### src/rtl/spi_slave.sv
`timescale 1ns/1ps
`default_nettype none
// ============================================================================
// Module  : spi_slave -- SPI target oversampled in clk, AXI-Stream tx/rx ports.
//           Optional macro SPI_SLAVE_ECHO_EN: empty tx buffer re-sends last rx word.
// Rev     : 1.0
// ============================================================================
module spi_slave #(
    parameter int SYNC_STAGES = 2,
    parameter int MAX_WIDTH   = 32
) (
    input  logic                 clk,
    input  logic                 rst_n,
    input  logic                 cs,
    input  logic                 sck,
    input  logic                 mosi,
    output logic                 miso,
    input  logic                 cpol,
    input  logic                 cpha,
    input  logic [5:0]           width,
    input  logic [MAX_WIDTH-1:0] s_axis_tdata,
    input  logic                 s_axis_tvalid,
    output logic                 s_axis_tready,
    output logic [MAX_WIDTH-1:0] m_axis_tdata,
    output logic                 m_axis_tvalid,
    input  logic                 m_axis_tready,
    output logic                 rx_overflow,
    output logic                 tx_underflow
);

    localparam logic [5:0] C_MAX_W = 6'(MAX_WIDTH);
    localparam logic [1:0] S_IDLE  = 2'd0;
    localparam logic [1:0] S_LOAD  = 2'd1;
    localparam logic [1:0] S_SHIFT = 2'd2;

    logic [SYNC_STAGES-1:0] r_sck_sync, r_cs_sync, r_mosi_sync;
    logic                   r_sck_prev, r_cs_prev;
    logic [1:0]             r_state, w_state_nxt;
    logic [5:0]             r_width, r_bit_cnt;
    logic [MAX_WIDTH-1:0]   r_buf, r_tx_shift, r_rx_shift, r_m_data;
    logic                   r_buf_full, r_miso, r_m_valid, r_rx_overflow, r_tx_underflow;
    logic                   r_unf_pending;
    logic                   w_in_load, w_in_shift;

    always_ff @(posedge clk or negedge rst_n) begin
        if (!rst_n) begin
            r_sck_sync  <= '0;
            r_cs_sync   <= '1;
            r_mosi_sync <= '0;
            r_sck_prev  <= 1'b0;
            r_cs_prev   <= 1'b1;
        end else begin
            r_sck_sync  <= {r_sck_sync[SYNC_STAGES-2:0], sck};
            r_cs_sync   <= {r_cs_sync[SYNC_STAGES-2:0], cs};
            r_mosi_sync <= {r_mosi_sync[SYNC_STAGES-2:0], mosi};
            r_sck_prev  <= r_sck_sync[SYNC_STAGES-1];
            r_cs_prev   <= r_cs_sync[SYNC_STAGES-1];
        end
    end

    wire w_sck_s   = r_sck_sync[SYNC_STAGES-1];
    wire w_cs_s    = r_cs_sync[SYNC_STAGES-1];
    wire w_mosi_s  = r_mosi_sync[SYNC_STAGES-1];
    wire w_cs_fall = r_cs_prev & ~w_cs_s;
    wire w_cs_rise = ~r_cs_prev & w_cs_s;
    wire w_sck_edg = w_sck_s ^ r_sck_prev;
    wire w_lead    = w_sck_edg & (w_sck_s != cpol);
    wire w_trail   = w_sck_edg & (w_sck_s == cpol);
    wire w_sample  = cpha ? w_trail : w_lead;
    wire w_shift   = cpha ? w_lead : w_trail;

    wire [5:0] w_width_eff = ((width == 6'd0) || (width > C_MAX_W)) ? C_MAX_W : width;
    wire [5:0] w_shamt     = C_MAX_W - r_width;
    wire [5:0] w_cnt_inc   = r_bit_cnt + 6'd1;
    wire [MAX_WIDTH-1:0] w_rx_next = {r_rx_shift[MAX_WIDTH-2:0], w_mosi_s};
    wire w_word_done = w_in_shift & w_sample & (w_cnt_inc == r_width) & ~w_cs_rise;

`ifdef SPI_SLAVE_ECHO_EN
    logic [MAX_WIDTH-1:0] r_last_rx;
    wire  [MAX_WIDTH-1:0] w_empty_word = r_last_rx;
`else
    wire  [MAX_WIDTH-1:0] w_empty_word = '0;
`endif
    // Left-align the word so the next outgoing bit is always the register MSB.
    wire [MAX_WIDTH-1:0] w_load_word = (r_buf_full ? r_buf : w_empty_word) << w_shamt;

    always_ff @(posedge clk or negedge rst_n) begin
        if (!rst_n) r_state <= S_IDLE;
        else        r_state <= w_state_nxt;
    end

    always_comb begin
        w_state_nxt = r_state;
        case (r_state)
            S_IDLE:  if (w_cs_fall) w_state_nxt = S_LOAD;
            S_LOAD:  w_state_nxt = S_SHIFT;
            S_SHIFT: if (w_word_done) w_state_nxt = S_LOAD;
            default: w_state_nxt = S_IDLE;
        endcase
        if (w_cs_rise) w_state_nxt = S_IDLE;
    end

    always_comb begin
        w_in_load  = (r_state == S_LOAD);
        w_in_shift = (r_state == S_SHIFT);
        miso       = (r_state == S_IDLE) ? 1'b0 : r_miso;
    end

    always_ff @(posedge clk or negedge rst_n) begin
        if (!rst_n) begin
            r_width        <= '0;
            r_bit_cnt      <= '0;
            r_buf          <= '0;
            r_buf_full     <= 1'b0;
            r_tx_shift     <= '0;
            r_rx_shift     <= '0;
            r_miso         <= 1'b0;
            r_m_data       <= '0;
            r_m_valid      <= 1'b0;
            r_rx_overflow  <= 1'b0;
            r_tx_underflow <= 1'b0;
            r_unf_pending  <= 1'b0;
`ifdef SPI_SLAVE_ECHO_EN
            r_last_rx      <= '0;
`endif
        end else begin
            r_rx_overflow  <= 1'b0;
            r_tx_underflow <= 1'b0;
            if (s_axis_tvalid && !r_buf_full) begin
                r_buf      <= s_axis_tdata;
                r_buf_full <= 1'b1;
            end
            if (r_m_valid && m_axis_tready) r_m_valid <= 1'b0;
            if ((r_state == S_IDLE) && w_cs_fall) r_width <= w_width_eff;
            if (w_in_load) begin
                r_buf_full    <= 1'b0;
                r_bit_cnt     <= '0;
                r_rx_shift    <= '0;
                r_unf_pending <= ~r_buf_full;
                if (cpha) begin
                    r_tx_shift <= w_load_word;
                end else begin
                    r_tx_shift <= {w_load_word[MAX_WIDTH-2:0], 1'b0};
                    r_miso     <= w_load_word[MAX_WIDTH-1];
                end
            end
            if (w_in_shift) begin
                // Underflow is flagged when the word really starts, so the
                // speculative reload after a frame's last word stays silent.
                if (w_lead && r_unf_pending) begin
                    r_tx_underflow <= 1'b1;
                    r_unf_pending  <= 1'b0;
                end
                if (w_shift && (cpha || (r_bit_cnt != 6'd0))) begin
                    r_miso     <= r_tx_shift[MAX_WIDTH-1];
                    r_tx_shift <= r_tx_shift << 1;
                end
                if (w_sample) begin
                    r_rx_shift <= w_rx_next;
                    r_bit_cnt  <= w_cnt_inc;
                end
                if (w_word_done) begin
                    if (!r_m_valid || m_axis_tready) begin
                        r_m_data  <= w_rx_next;
                        r_m_valid <= 1'b1;
                    end else begin
                        r_rx_overflow <= 1'b1;
                    end
`ifdef SPI_SLAVE_ECHO_EN
                    r_last_rx <= w_rx_next;
`endif
                end
            end
            if (w_cs_rise) begin
                r_miso        <= 1'b0;
                r_bit_cnt     <= '0;
                r_unf_pending <= 1'b0;
            end
        end
    end

    assign s_axis_tready = ~r_buf_full;
    assign m_axis_tdata  = r_m_data;
    assign m_axis_tvalid = r_m_valid;
    assign rx_overflow   = r_rx_overflow;
    assign tx_underflow  = r_tx_underflow;

endmodule
`default_nettype wire

### config.mk
export PLATFORM = sky130hd
export DESIGN_NAME = spi_slave
export DESIGN_NICKNAME = d
export VERILOG_FILES = /design/src/rtl/spi_slave.sv
export SDC_FILE = /design/constraint.sdc
export NUM_CORES = 1
export LEC_CHECK = 0
export ABC_AREA = 1
export BUFFER_PORTS_ARGS = -buffer_cell sky130_fd_sc_hd__buf_2
export CAP_MARGIN = 25
export CORE_UTILIZATION = 55
export DETAILED_ROUTE_END_ITERATION = 10
export PLACE_DENSITY = 0.75
export SLEW_MARGIN = 5
export SYNTH_ARGS = -nofsm -noshare
export SYNTH_HDL_FRONTEND = slang
export SYNTH_SLANG_ARGS = --single-unit
### constraint.sdc
create_clock -name clk -period 3.7 [get_ports clk]
set_input_delay 0.37 -clock clk [delete_from_list [all_inputs] [get_ports clk]]
set_output_delay 0.37 -clock clk [all_outputs]
set_load 0.1 [all_outputs]
### After elaboration in Yosys (flattened, before gate mapping)

Cells that the tools add are included.

* flip-flop bits (word level): 156
* input bits: 47
* output and inout bits: 37
* word-level logic and storage cells: 97

* add/subtract/negate cells: 2
* $lt $le $gt $ge: 1
* eq/ne operators: 7
* shift operators: 1
* multiplexer cells: 40
* bitwise logic cells: 12
* reduce and logical (&&, ||, !) cells: 16

Operators with widths (number)
* 32-bit 2-to-1 mux: 8
* 32-bit by 6-bit left shift with 32-bit output: 1
* 6-bit 2-to-1 mux: 5
* 1-bit 2-to-1 mux: 23
* 1-bit AND: 7
* 6-bit by 1-bit adder with 6-bit output (second input constant): 1
* 6-bit == test: 1
* 6-bit > comparator (second input constant): 1
* 6-bit zero test: 1
* 2-bit 2-to-1 mux: 3
* 2-bit case mux with 3 select lines: 1
* 6-bit nonzero test: 1
* 6-bit subtractor (first input constant): 1
* 1-bit logical AND: 5
* 1-bit NOT: 4
* 1-bit logical OR: 3
* 3-bit by 1-bit != test with 1-bit output (second input constant): 1
* 3-bit != test (second input constant): 1
* 3-bit AND reduction: 1
* 2-bit by 1-bit == test with 1-bit output (second input constant): 1
* 2-bit == test (second input constant): 1
* 1-bit zero test: 2
* 2-bit zero test: 1
* 2-bit AND reduction: 1
* other kinds (4): 4

### Depth between registers and ports, before layout

Gate-level depths: netlist of run 1.

* depth after elaboration: 9
* depth in mapped cells: 17
* depth with buffers taken out: 14

### Worst setup path before layout of run 1

OpenSTA, ideal clock, no wires.

* path type: register to register
* from: register r_width[0]
* to: register r_tx_shift[30]
* library setup time: 0.113 ns
* arrival time: 2.291 ns
* required time: 3.587 ns
* path slack: 1.296 ns
* cell stages (with the launch flop): 16
* buffers on the path: 3
* clock period less this slack: 2.404 ns
* path through: dfrtp_1 -> inv_2 -> clkbuf_1 -> ha_1 -> buf_2 -> clkinv_1 -> clkbuf_1 -> nand3_1 -> nand3_1 -> nand3_1 -> nand3_1 -> nand2_1 -> nand2_1 -> nand3_1 -> nand2_1 -> inv_1

* cells in the longest elaborated chain, start to end: 6

Ends and longest elaborated chain
* from (decl): line 39 `logic [5:0] r_width, r_bit_cnt;`
* from (signal assigned): line 134 `if ((r_state == S_IDLE) && w_cs_fall) r_width <= w_width_eff;`
* 6-bit subtractor *: line 73 `wire [5:0] w_shamt = C_MAX_W - r_width;`
* 32-bit by 6-bit left shift with 32-bit output *: line 85 `wire [MAX_WIDTH-1:0] w_load_word = (r_buf_full ? r_buf : w_empty_word) << w_shamt;`
* 32-bit 2-to-1 mux *: line 140 `if (cpha) begin`
* 32-bit 2-to-1 mux *: line 135 `if (w_in_load) begin`
* 32-bit 2-to-1 mux: line 154 `if (w_shift && (cpha || (r_bit_cnt != 6'd0))) begin`
* 32-bit 2-to-1 mux *: line 147 `if (w_in_shift) begin`
* to (signal assigned): line 141 `r_tx_shift <= w_load_word;`
* to (signal assigned): line 143 `r_tx_shift <= {w_load_word[MAX_WIDTH-2:0], 1'b0};`
* to (signal assigned): line 156 `r_tx_shift <= r_tx_shift << 1;`
* to (decl): line 40 `logic [MAX_WIDTH-1:0] r_buf, r_tx_shift, r_rx_shift, r_m_data;`

Every way passes the cells marked *; elsewhere a longest branch is shown, timed or not.
A chain may end at the register's enable or synchronous reset.

### Final worst setup path of run 1

* from: register r_width[1]
* to: register r_tx_shift[4]

Same word-level chain as after synthesis.

==> impl_metrics.csv, run 1 <==
group,metric,value,unit
run_status,status,"finished, violations left",
run_status,violations,"negative hold slack",
setup_path,endpoint,"r_tx_shift[4]$_DFF_PN0_",
route,antenna_left,0,
setup_path,crit_slowest_cell,"xor2_1",
die,coreArea,15430,um^2
cts,htreeDepth,4,
synthesis,syn_nets,1188,
route,vias,8180,
setup_path,timing.critical_path.buf_inv,3,
die,die_h,128.4,um
route,avgViaCountPerCell,5.814,
die,initial_utilization,57.00,%
route,wl_met3,1.321,mm
timing,relSlewSlack,29.57,%
global_route,grt_pass1_wl,37.64,mm
setup_path,timing.critical_path.from,"r_width[1]$_DFFE_PN0P_",
setup_path,worst-path-stages,11,
synthesis,yosys.cell_count.top_type,"nand3_1",
timing,fmax,356.1,MHz
timing,finalCriticalPeriod,2809,ps
setup_path,cp_data_arrival_time,3160,ps
min_path,hold_class,"input port to asynchronous set/reset pin",
synthesis,synthCells,1136,
cells_and_area,fin_nets,1235,
cts,cts_setup_buffers,0,
synthesis,postSynth.asyncResetShare,100.0,%
setup_path,timing.critical_path.mode_cell,"nand3_1",
placement,hpwl,15.16,mm
synthesis,mappedNetlistArea,8793,um^2
die,fp-row-count,45,
timing,post-route-period-util,75.91,%
cts,clockRootBuffer,"clkbuf_16",
flow_run,maxCapViolCount,0,
setup_path,r2r_start,"r_width[1]$_DFFE_PN0P_",
timing,worst_pin_slew,1055,ps
synthesis,synth.avg_cell_area,7.741,um^2
synthesis,ys.flop_type,"dfrtp_1",
global_route,track_usage,29.19,%
cts,cts_tree,"done",
timing,whs,-34.48,ps
synthesis,ys_ff_latch,155,
cts,clk_path_buf_depth,2,
global_route,grt_antenna_before_repair,0,
route,drtIter0Drc,659,
setup_path,critical_path_class,"register to register",
setup_path,crit_fanout,31,
global_route,overflow,0,
synthesis,synth_warnings,0,
timing,final.setup.tns,0,ps
cts,cts_hold_buf,0,
synthesis,synth_edf_count,0,
synthesis,yosysTopAreaCell,"dfrtp_1",
setup_path,setup.worst_path.end_class,"register",
cts,cts_buffers,17,
timing,final_max_slew_viol_count,0,
cts,path_clk_slew,70,ps
global_route,grt_max_degree,80,
setup_path,worst_r2r_endpoint,"r_tx_shift[4]$_DFF_PN0_",
die,pin_count,84,
placement,io_buffers,83,
synthesis,yosysTopAreaCellShare,43.26,%
cells_and_area,drive_gt1_share,17.14,%
setup_path,start_kind,"register",
timing,hold_viol,19,
route,routedWlPerCell,16.14,um
synthesis,synthTopCellsByCount,"nand3_1, nand2_1, dfrtp_1",
setup_path,cpPeakStageDelay,710,ps
route,m1WireLength,9.600,mm
cts,clock-sinks,155,
synthesis,synth_cell_types,33,
route,drt_pre_antenna_iters,6,
route,routed.top_layer,"met4",
cts,insertion_delay,430,ps
setup_path,crit_path_cell_trace,"inv_1 -> ha_1 -> nand3_1 -> xor2_1 -> inv_2 -> nor2_2 -> buf_4 -> nand3_1 -> nand2_1 -> o211ai_1 -> a21oi_1",
die,dieArea,16500,um^2
timing,finalClockSkew,10.26,ps
cells_and_area,antenna_cells,0,
setup_path,critical_path.top_delay_family,"XOR/XNOR gates",
die,fp.dieW,128.4,um
timing,grt_setup_unrepaired,"no",
placement,globalplace.congestion,0.9680,
synthesis,netlist_top_cells_area,"dfrtp_1, nand3_1, nand2_1, mux2_2, nand4_1",
route,drc_errors,0,
setup_path,cp.required,4050,ps
synthesis,synth_seq_area_share,44.15,%
setup_path,r2r_setup_slack,890,ps
global_route,grt_pass1_vias,7780,
route,totalWireLength,22.71,mm
route,wl_met2,11.18,mm
timing,setup_viol,0,
setup_path,rr_worst_depth,11,
cts,cts-resized-gates,0,
cells_and_area,layout-area-overhead-vs-synth,12.25,%
[how the worst min path moves through the flow]
stage                                        to  cells past startpoint
floorplan           m_axis_tdata[0]$_DFFE_PN0P_                      0
global placement       r_mosi_sync[1]$_DFF_PN0_                      0
detailed placement      r_sck_sync[1]$_DFF_PN0_                      0
CTS                       r_buf[25]$_DFFE_PN0P_                      1
global route            r_sck_sync[0]$_DFF_PN0_                      1
finish                    r_buf[19]$_DFFE_PN0P_                      1
[state kept, by name, summed over array words and instances, names as in the netlist]
register       cells
r_bit_cnt          6
m_axis_tvalid      1
r_buf_full         1
r_width            6
r_miso             1
r_buf             32
rx_overflow        1
r_sck_sync         2
r_tx_shift        32
r_state            2
r_sck_prev         1
r_unf_pending      1
r_cs_sync          2
tx_underflow       1
r_rx_shift        31
r_mosi_sync        2
r_cs_prev          1
m_axis_tdata      32
[cells by family (layout without fill, tap and decap cells)]
| group | after synthesis | count (layout) | share of synthesized area (%) |
|---|---|---|---|
| AO/OA/AOI/OAI | 111 | 111 | 6.972 |
| adder cells (fa/ha/maj) | 5 | 5 | 0.7114 |
| flip-flops | 155 | 155 | 44.15 |
| AND/OR/NAND/NOR | 649 | 649 | 34.13 |
| XOR/XNOR | 14 | 14 | 1.736 |
| multiplexers | 32 | 32 | 4.098 |
| buffers and inverters | 170 | 230 | 8.196 |
[metal layers]
layer  global-route usage (%)  vias to the layer above
li1                         -                     3956
met1                    37.06                     3895
met2                    48.81                      277
met3                    6.029                       52
met4                    11.97                        0
met5                        0                        -
[metrics by stage]
stage               util [%]  hold WS [ps]  setup slack, ps  std cells  instance area [um^2]
finish                 63.98        -34.48            891.4       1407                  9871
global placement       60.13         331.8             1028       1373                  9276
CTS                    63.76         14.16            954.8       1405                  9836
detailed placement     60.13         335.6            974.7       1373                  9276
global route           63.98         31.55            546.1       1407                  9871
floorplan                  -         74.41             1296       1136                  8793
[cells in the final DEF, fill, tap and decap left out, types with 2 or more instances in the layout]
cell / count
nand3_1: 288
nand2_1: 248
dfrtp_1: 151
inv_1: 88
buf_2: 82
nand4_1: 53
a21oi_1: 50
nor2_1: 33
o22ai_1: 32
mux2_2: 32
buf_4: 20
clkbuf_16: 17
o21ai_0: 16
or2_2: 15
xor2_1: 6
xor2_2: 5
nor2_2: 5
o21ai_1: 5
ha_1: 5
inv_6: 4
inv_2: 3
nor3_1: 3
a31oi_1: 3
clkinv_2: 3
clkinv_4: 3
dfstp_2: 3
clkinv_1: 2
nand2_2: 2
xnor2_1: 2
o211ai_1: 2
a22oi_1: 2
inv_8: 2
clkbuf_8: 2
[final cells by class]
| class | count | area, um^2 |
|---|---|---|
| Fill cell | 1432 | 5557 |
| Multi-Input combinational cell | 811 | 4208 |
| Sequential cell | 155 | 3884 |
| Timing Repair Buffer | 105 | 606.8 |
| Clock buffer | 19 | 452.9 |
| Inverter | 93 | 349.1 |
| Tap cell | 211 | 264.0 |
| Clock inverter | 13 | 106.4 |
Power of run 1 is left out: the tool's default activity adds up to more than one toggle a clock period on the data nets, which glitch-free logic cannot reach.
==> inputs of run 2 (changes only) <==
==> constraint.sdc (replaced) <==
create_clock -name clk -period 2.78 [get_ports clk]
set_input_delay 0.278 -clock clk [delete_from_list [all_inputs] [get_ports clk]]
set_output_delay 0.278 -clock clk [all_outputs]
set_load 0.1 [all_outputs]
==> run 2 against run 1 <==
The flow now finishes without violations. Register-to-register slack worse by 450 ps. Setup slack worse by 450 ps. Via count is 0.13% higher. Global-route usage is 0.27 points higher. Clock skew hardly changed. Sequential cell count stayed put. Critical path depth is 3 higher. Non-clock buffer count is 9 higher. Core utilization is 0.80 points higher. First-iteration DRC count is 2.7% higher. Critical path type unchanged. Critical endpoint is now r_tx_shift[24]$_DFF_PN0_. Largest cell class unchanged.
==> impl_metrics.csv, run 2 (synthesized netlist as in run 1, its figures left out) <==
group,metric,value,unit
run_status,status,"completed",
pwr,p_per_area,1447,nW/um^2
placement,hpwl,15.36,mm
cts,clock-sinks,155,
cells_and_area,mostFrequentLayoutCells,"nand3_1, nand2_1, dfrtp_1, inv_1, buf_2",
route,drtIter0Drc,677,
route,totalWireLength,22.39,mm
route,antenna_left,0,
setup_path,cpPeakStageDelay,380,ps
cts,cts_buffers,17,
cells_and_area,register_area,3884,um^2
cts,htreeDepth,4,
global_route,grt_max_degree,78,
timing,whs,76.66,ps
flow_run,maxCapViolCount,0,
pwr,ir_worst_vdd,0.9668,mV
setup_path,start_kind,"register",
route,drt_pre_antenna_iters,5,
die,pin_count,84,
min_path,hold_class,"input port to register",
setup_path,critical_path.top_delay_family,"buffers and inverters",
global_route,grt_antenna_before_repair,0,
cells_and_area,drive_gt1_share,17.51,%
timing,hold_viol,0,
route,avgViaCountPerCell,5.785,
min_path,min_from,"width[2]",
timing,post-route-period-util,84.22,%
setup_path,r2r_start,"r_width[1]$_DFFE_PN0P_",
setup_path,cp.required,3160,ps
cells_and_area,num-fill-cells,1388,
timing,relSlewSlack,51.58,%
route,vias,8191,
cells_and_area,fin_nets,1244,
timing,final_max_slew_viol_count,0,
route,routedWlPerCell,15.81,um
timing,finalClockSkew,10.01,ps
min_path,min_delay_worst_endpoint,"r_width[2]$_DFFE_PN0P_",
setup_path,setup.worst_path.end_class,"register",
timing,worst_pin_slew,726.3,ps
setup_path,cp_data_arrival_time,2720,ps
cells_and_area,multi_input_area,4209,um^2
timing,setup_viol,0,
setup_path,critical_path_class,"register to register",
timing,grt_setup_unrepaired,"no",
timing,final.setup.tns,0,ps
setup_path,crit_fanout,31,
die,initial_utilization,57.00,%
setup_path,crit_path_cell_trace,"inv_1 -> ha_1 -> nand3_1 -> xor2_1 -> buf_4 -> inv_2 -> nor2_2 -> buf_4 -> nand3_1 -> nand2_1 -> nand2_1 -> nand3_1 -> nand2_1 -> inv_1",
setup_path,rr_worst_depth,14,
placement,globalplace.congestion,0.9249,
setup_path,crit_slowest_cell,"dfrtp_1",
min_path,worstHoldPathCells,3,
cells_and_area,layout-area-overhead-vs-synth,13.66,%
global_route,overflow,0,
die,dieArea,16500,um^2
cells_and_area,mostFrequentLayoutCell,"nand3_1",
timing,fmax,427.1,MHz
global_route,track_usage,29.46,%
global_route,grt_pass1_wl,38.05,mm
cts,cts_setup_buffers,0,
placement,io_buffers,83,
pwr,p_leak,5.035,nW
cts,clockRootBuffer,"clkbuf_16",
timing,finalCriticalPeriod,2341,ps
cts,path_clk_slew,70,ps
die,die_h,128.4,um
setup_path,r2r_setup_slack,440,ps
die,fp-row-count,45,
cts,clk_path_buf_depth,2,
cts,insertion_delay,430,ps
cts,cts_tree,"done",
route,drc_errors,0,
die,fp.dieW,128.4,um
pwr,total_power,14.46,mW
die,coreArea,15430,um^2
global_route,grt_pass1_vias,7740,
cells_and_area,antenna_cells,0,
setup_path,worst_r2r_endpoint,"r_tx_shift[24]$_DFF_PN0_",
setup_path,timing.critical_path.buf_inv,5,
## run 2: changes by cell type in the layout (fill, tap and decap cells not counted), sizes merged
cell / change
clkbuf: -2
clkinv: -1
buf: +5
clkinvlp: -1
dlygate4sd3: +4
bufinv: +1
inv: +3
## run 2: metal layers
layer / routed length (um) / up-vias / track usage [%]
met5: 0 / - / 0
met4: 575 / 0 / 10.93
met3: 1276 / 51 / 5.946
met2: 10880 / 254 / 48.43
met1: 9660 / 3912 / 38.66
li1: - / 3974 / -
## run 2: through the flow
stage                     utilization [%]  area (um^2)  worst slack [ps]  cells
final                               64.79         9995             438.7   1416
after global routing                64.79         9995             177.1   1416
after CTS                           64.60         9966             201.2   1415
after detailed placement            60.58         9346             240.8   1379
after global placement              60.58         9346             375.1   1379
after floorplan                         -         8793             376.1   1136
## run 2: timing repair
item                                    CTS  global route
hold buffers                              4             0
gates resized for setup                   0             1
endpoints found under the hold margin    77             0
endpoints found under the setup margin    0             6
## run 2: power breakdown
part | total, mW | internal, mW | leakage [nW] | switching, mW
combinational | 8.86 | 2.76 | 2.72 | 6.10
clock | 2.30 | 1.27 | 0.292 | 1.03
sequential | 3.30 | 2.82 | 2.02 | 0.482
## run 2: worst max path at each step
stage / from / to / slack (ps) / cells after the start
floorplan: r_width[0]$_DFFE_PN0P_ / r_tx_shift[30]$_DFF_PN0_ / 380 / 15
global placement: r_bit_cnt[0]$_DFF_PN0_ / m_axis_tdata[8]$_DFFE_PN0P_ / 380 / 9
detailed placement: r_bit_cnt[0]$_DFF_PN0_ / m_axis_tdata[1]$_DFFE_PN0P_ / 240 / 9
CTS: r_bit_cnt[0]$_DFF_PN0_ / m_axis_tdata[5]$_DFFE_PN0P_ / 200 / 9
finish: r_width[1]$_DFFE_PN0P_ / r_tx_shift[24]$_DFF_PN0_ / 440 / 14
global route: r_bit_cnt[0]$_DFF_PN0_ / m_axis_tdata[3]$_DFFE_PN0P_ / 180 / 9
## run 2: final cells by class
cell class / instances / area share [%]
clock inverters: 15 / 1.540
clock buffers: 17 / 4.256
multi-input cells: 811 / 42.11
well taps: 211 / 2.641
repair buffers: 114 / 7.098
flip-flops and latches: 155 / 38.86
inverters: 93 / 3.493
## run 2: worst min-delay path, stage by stage
cell and delay [ps]:
buf_2 90, nand2_1 50, o21ai_0 50
Note: power is estimated with default switching activity, not from simulation.
